<file path="src/rtl/pll_dyn_ctrl_pkg.sv">
// Shared types and constants for the PLL dynamic-reconfiguration sequencer.
package pll_dyn_ctrl_pkg;

    localparam int DIV_W = 10;

    typedef enum logic [1:0] {
        ST_IDLE      = 2'd0,
        ST_RST       = 2'd1,
        ST_WAIT_LOCK = 2'd2,
        ST_STABLE    = 2'd3
    } state_t;

endpackage

</file>
<file path="src/rtl/pll_dyn_ctrl_lock_sync.sv">
// Two-flop synchronizer bringing the asynchronous PLL lock into the clk domain.
module lock_sync (
    input  logic clk,
    input  logic rst,
    input  logic d,
    output logic q
);

    logic [1:0] sync_q;
    logic [1:0] sync_d;

    always_comb begin
        sync_d = {sync_q[0], d};
    end

    always_ff @(posedge clk or posedge rst) begin
        if (rst) begin
            sync_q <= 2'b00;
        end else begin
            sync_q <= sync_d;
        end
    end

    assign q = sync_q[1];

endmodule

</file>
<file path="src/rtl/pll_dyn_ctrl.sv">
// Sequencer owning the PLL reset pin and dynamic dividers: applies settings,
// pulses reset, waits for a stable lock and reports locked/done/err status.
module pll_dyn_ctrl
    import pll_dyn_ctrl_pkg::*;
#(
    parameter int NOUT          = 2,
    parameter int RST_CYCLES    = 16,
    parameter int LOCK_TIMEOUT  = 65535,
    parameter int STABLE_CYCLES = 64,
    parameter int MAX_RETRY     = 3,
    parameter int DEF_IDIV      = 2,
    parameter int DEF_FDIV      = 32,
    parameter int DEF_ODIV      = 100,
    parameter int DEF_DUTY      = 100
) (
    input  logic                    clk,
    input  logic                    rst,
    input  logic                    req_valid,
    output logic                    req_ready,
    input  logic [DIV_W-1:0]        req_idiv,
    input  logic [DIV_W-1:0]        req_fdiv,
    input  logic [NOUT*DIV_W-1:0]   req_odiv,
    input  logic [NOUT*DIV_W-1:0]   req_duty,
    input  logic                    pll_lock,
    output logic                    pll_rst,
    output logic [DIV_W-1:0]        dyn_idiv,
    output logic [DIV_W-1:0]        dyn_fdiv,
    output logic [NOUT*DIV_W-1:0]   dyn_odiv,
    output logic [NOUT*DIV_W-1:0]   dyn_duty,
    output logic                    locked,
    output logic                    done,
    output logic                    err,
    output logic                    fail,
    output logic                    lock_lost,
    output logic [1:0]              retry_cnt
);

    localparam int RW = $clog2(RST_CYCLES + 1);
    localparam int SW = $clog2(STABLE_CYCLES + 1);
    localparam logic [15:0] TO_LAST = 16'(LOCK_TIMEOUT - 1);

    logic lock_s;

    lock_sync u_lock_sync (
        .clk (clk),
        .rst (rst),
        .d   (pll_lock),
        .q   (lock_s)
    );

    state_t                  state_q, state_d;
    logic                    req_ready_q, req_ready_d;
    logic                    pll_rst_q, pll_rst_d;
    logic [DIV_W-1:0]        idiv_q, idiv_d, fdiv_q, fdiv_d;
    logic [NOUT*DIV_W-1:0]   odiv_q, odiv_d, duty_q, duty_d;
    logic                    locked_q, locked_d, done_q, done_d, err_q, err_d;
    logic                    fail_q, fail_d, lock_lost_q, lock_lost_d;
    logic [1:0]              retry_q, retry_d;
    logic [RW-1:0]           rst_cnt_q, rst_cnt_d;
    logic [15:0]             to_cnt_q, to_cnt_d;
    logic [SW-1:0]           stab_cnt_q, stab_cnt_d;
    logic                    req_zero;
    logic                    retry;

    always_comb begin
        req_zero = (req_idiv == '0) || (req_fdiv == '0);
        for (int k = 0; k < NOUT; k++) begin
            if (req_odiv[k*DIV_W +: DIV_W] == '0 || req_duty[k*DIV_W +: DIV_W] == '0) begin
                req_zero = 1'b1;
            end
        end
    end

    always_comb begin
        state_d     = state_q;
        pll_rst_d   = pll_rst_q;
        idiv_d      = idiv_q;
        fdiv_d      = fdiv_q;
        odiv_d      = odiv_q;
        duty_d      = duty_q;
        locked_d    = locked_q;
        done_d      = 1'b0;
        err_d       = 1'b0;
        fail_d      = fail_q;
        lock_lost_d = lock_lost_q;
        retry_d     = retry_q;
        rst_cnt_d   = rst_cnt_q;
        to_cnt_d    = to_cnt_q;
        stab_cnt_d  = stab_cnt_q;
        retry       = 1'b0;

        case (state_q)
            ST_IDLE: begin
                if (req_valid && req_ready_q) begin
                    if (req_zero) begin
                        err_d = 1'b1;
                    end else begin
                        idiv_d      = req_idiv;
                        fdiv_d      = req_fdiv;
                        odiv_d      = req_odiv;
                        duty_d      = req_duty;
                        locked_d    = 1'b0;
                        fail_d      = 1'b0;
                        lock_lost_d = 1'b0;
                        retry_d     = 2'd0;
                        rst_cnt_d   = '0;
                        pll_rst_d   = 1'b1;
                        state_d     = ST_RST;
                    end
                end else if (locked_q && !lock_s) begin
                    locked_d    = 1'b0;
                    lock_lost_d = 1'b1;
                end
            end
            ST_RST: begin
                pll_rst_d = 1'b1;
                if (rst_cnt_q == RW'(RST_CYCLES - 1)) begin
                    pll_rst_d = 1'b0;
                    to_cnt_d  = '0;
                    state_d   = ST_WAIT_LOCK;
                end else begin
                    rst_cnt_d = rst_cnt_q + RW'(1);
                end
            end
            ST_WAIT_LOCK: begin
                to_cnt_d = to_cnt_q + 16'd1;
                if (lock_s) begin
                    stab_cnt_d = '0;
                    state_d    = ST_STABLE;
                end else if (to_cnt_q == TO_LAST) begin
                    retry = 1'b1;
                end
            end
            ST_STABLE: begin
                to_cnt_d = to_cnt_q + 16'd1;
                if (!lock_s) begin
                    stab_cnt_d = '0;
                    state_d    = ST_WAIT_LOCK;
                end else if (stab_cnt_q + SW'(1) == SW'(STABLE_CYCLES)) begin
                    stab_cnt_d = '0;
                    locked_d   = 1'b1;
                    done_d     = 1'b1;
                    state_d    = ST_IDLE;
                end else if (to_cnt_q == TO_LAST) begin
                    retry = 1'b1;
                end else begin
                    stab_cnt_d = stab_cnt_q + SW'(1);
                end
            end
            default: state_d = ST_IDLE;
        endcase

        // A timed-out attempt either restarts the reset pulse or gives up for good.
        if (retry) begin
            if (int'(retry_q) + 1 < MAX_RETRY) begin
                retry_d   = retry_q + 2'd1;
                rst_cnt_d = '0;
                pll_rst_d = 1'b1;
                state_d   = ST_RST;
            end else begin
                fail_d    = 1'b1;
                err_d     = 1'b1;
                locked_d  = 1'b0;
                pll_rst_d = 1'b0;
                state_d   = ST_IDLE;
            end
        end
    end

    // Ready opens only after a full cycle settled in IDLE, so it trails done/err.
    assign req_ready_d = (state_q == ST_IDLE) && (state_d == ST_IDLE);

    always_ff @(posedge clk or posedge rst) begin
        if (rst) begin
            state_q     <= ST_RST;
            req_ready_q <= 1'b0;
            pll_rst_q   <= 1'b1;
            idiv_q      <= DIV_W'(DEF_IDIV);
            fdiv_q      <= DIV_W'(DEF_FDIV);
            odiv_q      <= {NOUT{DIV_W'(DEF_ODIV)}};
            duty_q      <= {NOUT{DIV_W'(DEF_DUTY)}};
            locked_q    <= 1'b0;
            done_q      <= 1'b0;
            err_q       <= 1'b0;
            fail_q      <= 1'b0;
            lock_lost_q <= 1'b0;
            retry_q     <= 2'd0;
            rst_cnt_q   <= '0;
            to_cnt_q    <= '0;
            stab_cnt_q  <= '0;
        end else begin
            state_q     <= state_d;
            req_ready_q <= req_ready_d;
            pll_rst_q   <= pll_rst_d;
            idiv_q      <= idiv_d;
            fdiv_q      <= fdiv_d;
            odiv_q      <= odiv_d;
            duty_q      <= duty_d;
            locked_q    <= locked_d;
            done_q      <= done_d;
            err_q       <= err_d;
            fail_q      <= fail_d;
            lock_lost_q <= lock_lost_d;
            retry_q     <= retry_d;
            rst_cnt_q   <= rst_cnt_d;
            to_cnt_q    <= to_cnt_d;
            stab_cnt_q  <= stab_cnt_d;
        end
    end

    assign req_ready = req_ready_q;
    assign pll_rst   = pll_rst_q;
    assign dyn_idiv  = idiv_q;
    assign dyn_fdiv  = fdiv_q;
    assign dyn_odiv  = odiv_q;
    assign dyn_duty  = duty_q;
    assign locked    = locked_q;
    assign done      = done_q;
    assign err       = err_q;
    assign fail      = fail_q;
    assign lock_lost = lock_lost_q;
    assign retry_cnt = retry_q;

endmodule

</file>
<file path="config.mk">
export PLATFORM = sky130hd
export DESIGN_NAME = pll_dyn_ctrl
export DESIGN_NICKNAME = d
export VERILOG_FILES = /design/src/rtl/pll_dyn_ctrl_pkg.sv /design/src/rtl/pll_dyn_ctrl_lock_sync.sv /design/src/rtl/pll_dyn_ctrl.sv
export SDC_FILE = /design/constraint.sdc
export NUM_CORES = 1
export LEC_CHECK = 0
export ABC_AREA = 1
export BUFFER_PORTS_ARGS = -buffer_cell sky130_fd_sc_hd__buf_2
export CAP_MARGIN = 5
export CORE_ASPECT_RATIO = 1.25
export CORE_MARGIN = 5
export CORE_UTILIZATION = 38
export DETAILED_ROUTE_END_ITERATION = 12
export MAX_ROUTING_LAYER = met4
export PLACE_DENSITY_LB_ADDON = 0.12
export SYNTH_ARGS = -nofsm -noshare
export SYNTH_HDL_FRONTEND = slang
export SYNTH_SLANG_ARGS = --single-unit
</file>
<file path="constraint.sdc">
create_clock -name clk -period 6.9 [get_ports clk]
set_input_delay 1.38 -clock clk [delete_from_list [all_inputs] [get_ports clk]]
set_output_delay 1.38 -clock clk [all_outputs]
set_load 0.02 [all_outputs]
</file>
==> impl_results.md <==
* Status: finished clean
* Syn Inst Count at 595
* Clock-pin slew on the worst setup and hold paths at 0.07 ns
* Worst setup EP type: flop
* Post-DP HPWL at 8800 µm
* Post-synth EDFFs at 0
* Most frequent cell after synthesis: nand2_1
* Hold-critical path endpoint: u_lock_sync.sync_q[1]
* GRT Total Usage at 16.9%
* Vias per cell at 4.69
* Reg2reg path depth at 5
* Worst r2r dst: retry_cnt[1]
* Synth async-reset ratio at 100%
* WP data required at 7.13 ns
* Hold Path Depth at 0
* Vias in the first global route at 4270
* Core region area at 0.0125 mm²
* Die W at 111 µm
* Fmax at 347 MHz
* P_leak at 3.30 nW
* CTS resizes at 0
* Yosys top cell by area: dfrtp_1
* Post-CTS Hold Buffers at 0
* Pre-CTS setup slack at 3.64 ns
* R2R Path Start: state_q[1]
* Area after DPL at 0.00564 mm²
* Routed wire length per instance at 13.4 µm
* Routed wire length at 12000 µm
* Setup slack, reg-to-reg at 4.76 ns
* Final Cycle Share at 41.7%
* Fin. max-slew vios at 0
* Number of max-cap violations at 0
* CTS tree: yes
* Main synth FF type: dfrtp_1
* Die Y at 136 µm
* Largest cells by area after synthesis: dfrtp_1 44%, nand2_1 20%, dfstp_2 8.8%
* Clk sink count at 101
* Largest net degree at the start of global routing at 68
* Share of the synthesized area in the top cell type at 44.3%
* Worst Path Max Fanout at 67
* Initial Util at 38.3%
* IO Port Bufs at 132
* Final min period at 2.88 ns
* Syn nets at 667
* Sequential fraction of the synthesis area at 53.0%
* Arrival time at the worst endpoint at 3.11 ns
* Hold Fails Final Rpt at 0
* Worst min path class: flop to flop
* Setup bufs post-CTS at 0
* #FFs+latches synth at 101
* Final worst setup slack at 4.02 ns
* Worst-Skew Late Latency at 0.34 ns
* GPL Wtd Cong at 0.824
* Critical hold path startpoint: u_lock_sync.sync_q[0]
* Clock Tree Buf Depth at 2
* Syn-to-layout area delta at 24.0%
* Peak supply drop at 160 µV
* Share of post-route cells with drive strength above 1 at 26.0%
* Pre-antenna DRT Iters at 4
* CP Launch Type: primary input
* Num rows at 46
* Root Buffer: clkbuf_16
* Worst-Margin Slew at 0.961 ns
* First-pass GRT wire length at 20300 µm
* Tot Pwr at 2.29 mW
* Setup TNS at 0 ns
* Synth top cells by count: 253 x nand2_1, 85 x dfrtp_1, 56 x nor2_1
* RSZ-0062 raised after global routing: false
* Total number of vias at 4212
* Final nets at 798
* Detail Route Antenna Nets at 0
* Total number of H-tree levels at 3
* Synth warn at 0
* WS Path Type: primary input to flop
* Synth cell types at 42
* Slew headroom at 35.8%
* Clk_skew at 0.00932 ns
* Power Dens Cells at 385 mW/mm²
* I/O pins at 133
* Initial DRC count at 127
* Mapped Area at 0.00480 mm²
* DIE AREA at 0.0150 mm²
* DRC violation count after routing at 0
* Grt ovf at 0
* Avg Cell Area, Syn at 8.07 µm²
* Final setup fails at 0
* Diode count at 0
* Final instance area at 0.00596 mm²
* Total CTS buffers at 9
* Initial antenna violation count at 0
## cell usage in the layout (no fill, tap or decap), types with 3 or more instances in the layout
master	Yosys	routed
nand2_1	253	253
buf_2	6	132
dfrtp_1	85	85
nor2_1	56	56
inv_1	40	39
o21ai_0	22	22
nand3_1	21	21
dfstp_2	16	16
a21oi_1	14	14
clkbuf_16	0	9
nor3_1	8	8
ha_1	8	8
nand4_1	7	7
inv_2	5	5
nand2_2	5	5
nor2_4	4	4
and2_0	3	3
o31ai_1	3	3
## registers in the layout (all words and copies together) (netlist names), 5 cells and up
name	cells
to_cnt_q	16
dyn_duty	20
dyn_idiv	10
stab_cnt_q	7
dyn_fdiv	10
rst_cnt_q	5
dyn_odiv	20
## cells by family after synthesis
family / count (synthesis) / share of synthesized area (%)
and+or+nand+nor: 374 / 33.3
DFF: 101 / 53.0
buffers and inverters: 59 / 4.84
AOI/OAI and AO/OA: 49 / 5.99
adders and majority gates: 8 / 2.08
xor gates and xnor gates: 4 / 0.729
## routing by layer
metal  wire length, µm  up-vias  global-route usage (%)
li1                  -     2140                       -
met1              5260     1953                    20.4
met2              5920      104                    27.8
met3               638       15                    4.96
met4               208        0                    4.79
met5                 0        -                       -
## how the worst max path moves through the flow
stage / from / to / slack (ns) / depth (start not counted)
4_1_cts: req_idiv[2] / req_ready / 3.99 / 11
6_report: req_idiv[2] / req_ready / 4.02 / 11
3_5_place_dp: req_idiv[2] / req_ready / 3.64 / 11
5_1_grt: req_idiv[2] / req_ready / 3.80 / 12
2_1_floorplan: rst / done / 2.90 / 1
3_3_place_gp: req_idiv[2] / req_ready / 3.69 / 11
## final cells by class
class	instances	area [µm²]
fillers	1311	6590
flip-flops and latches	101	2550
repair buffers	134	676
clock inverters	5	85.1
clock buffers	11	233
inverters	45	171
well taps	168	210
multi-input cells	435	2030
## worst max-delay path, cell delays in order
cell     delay [ns]
buf_2          0.11
or2_2          0.28
nor2_1         0.10
nand2_1        0.06
nand2_1        0.08
nor2_1         0.08
nand4_4        0.07
buf_4          0.55
nand3_1        0.18
nor2_2         0.14
nor2_1         0.05
## report_power, final
part	switching [mW]	leakage [nW]	internal, mW
logic	0.554	1.85	0.279
clock network	0.222	0.151	0.321
registers	0.118	1.30	0.799
total	0.894	3.30	1.40
## through the flow
stage	std cells	utilization, %	hold slack [ns]
finish	899	47.5	0.356
global route	899	47.5	0.367
CTS	899	47.5	0.359
detailed placement	883	44.9	0.338
global placement	883	44.9	0.334
floorplan	595	-	0.331
Note: power is estimated with default switching activity, not from simulation.
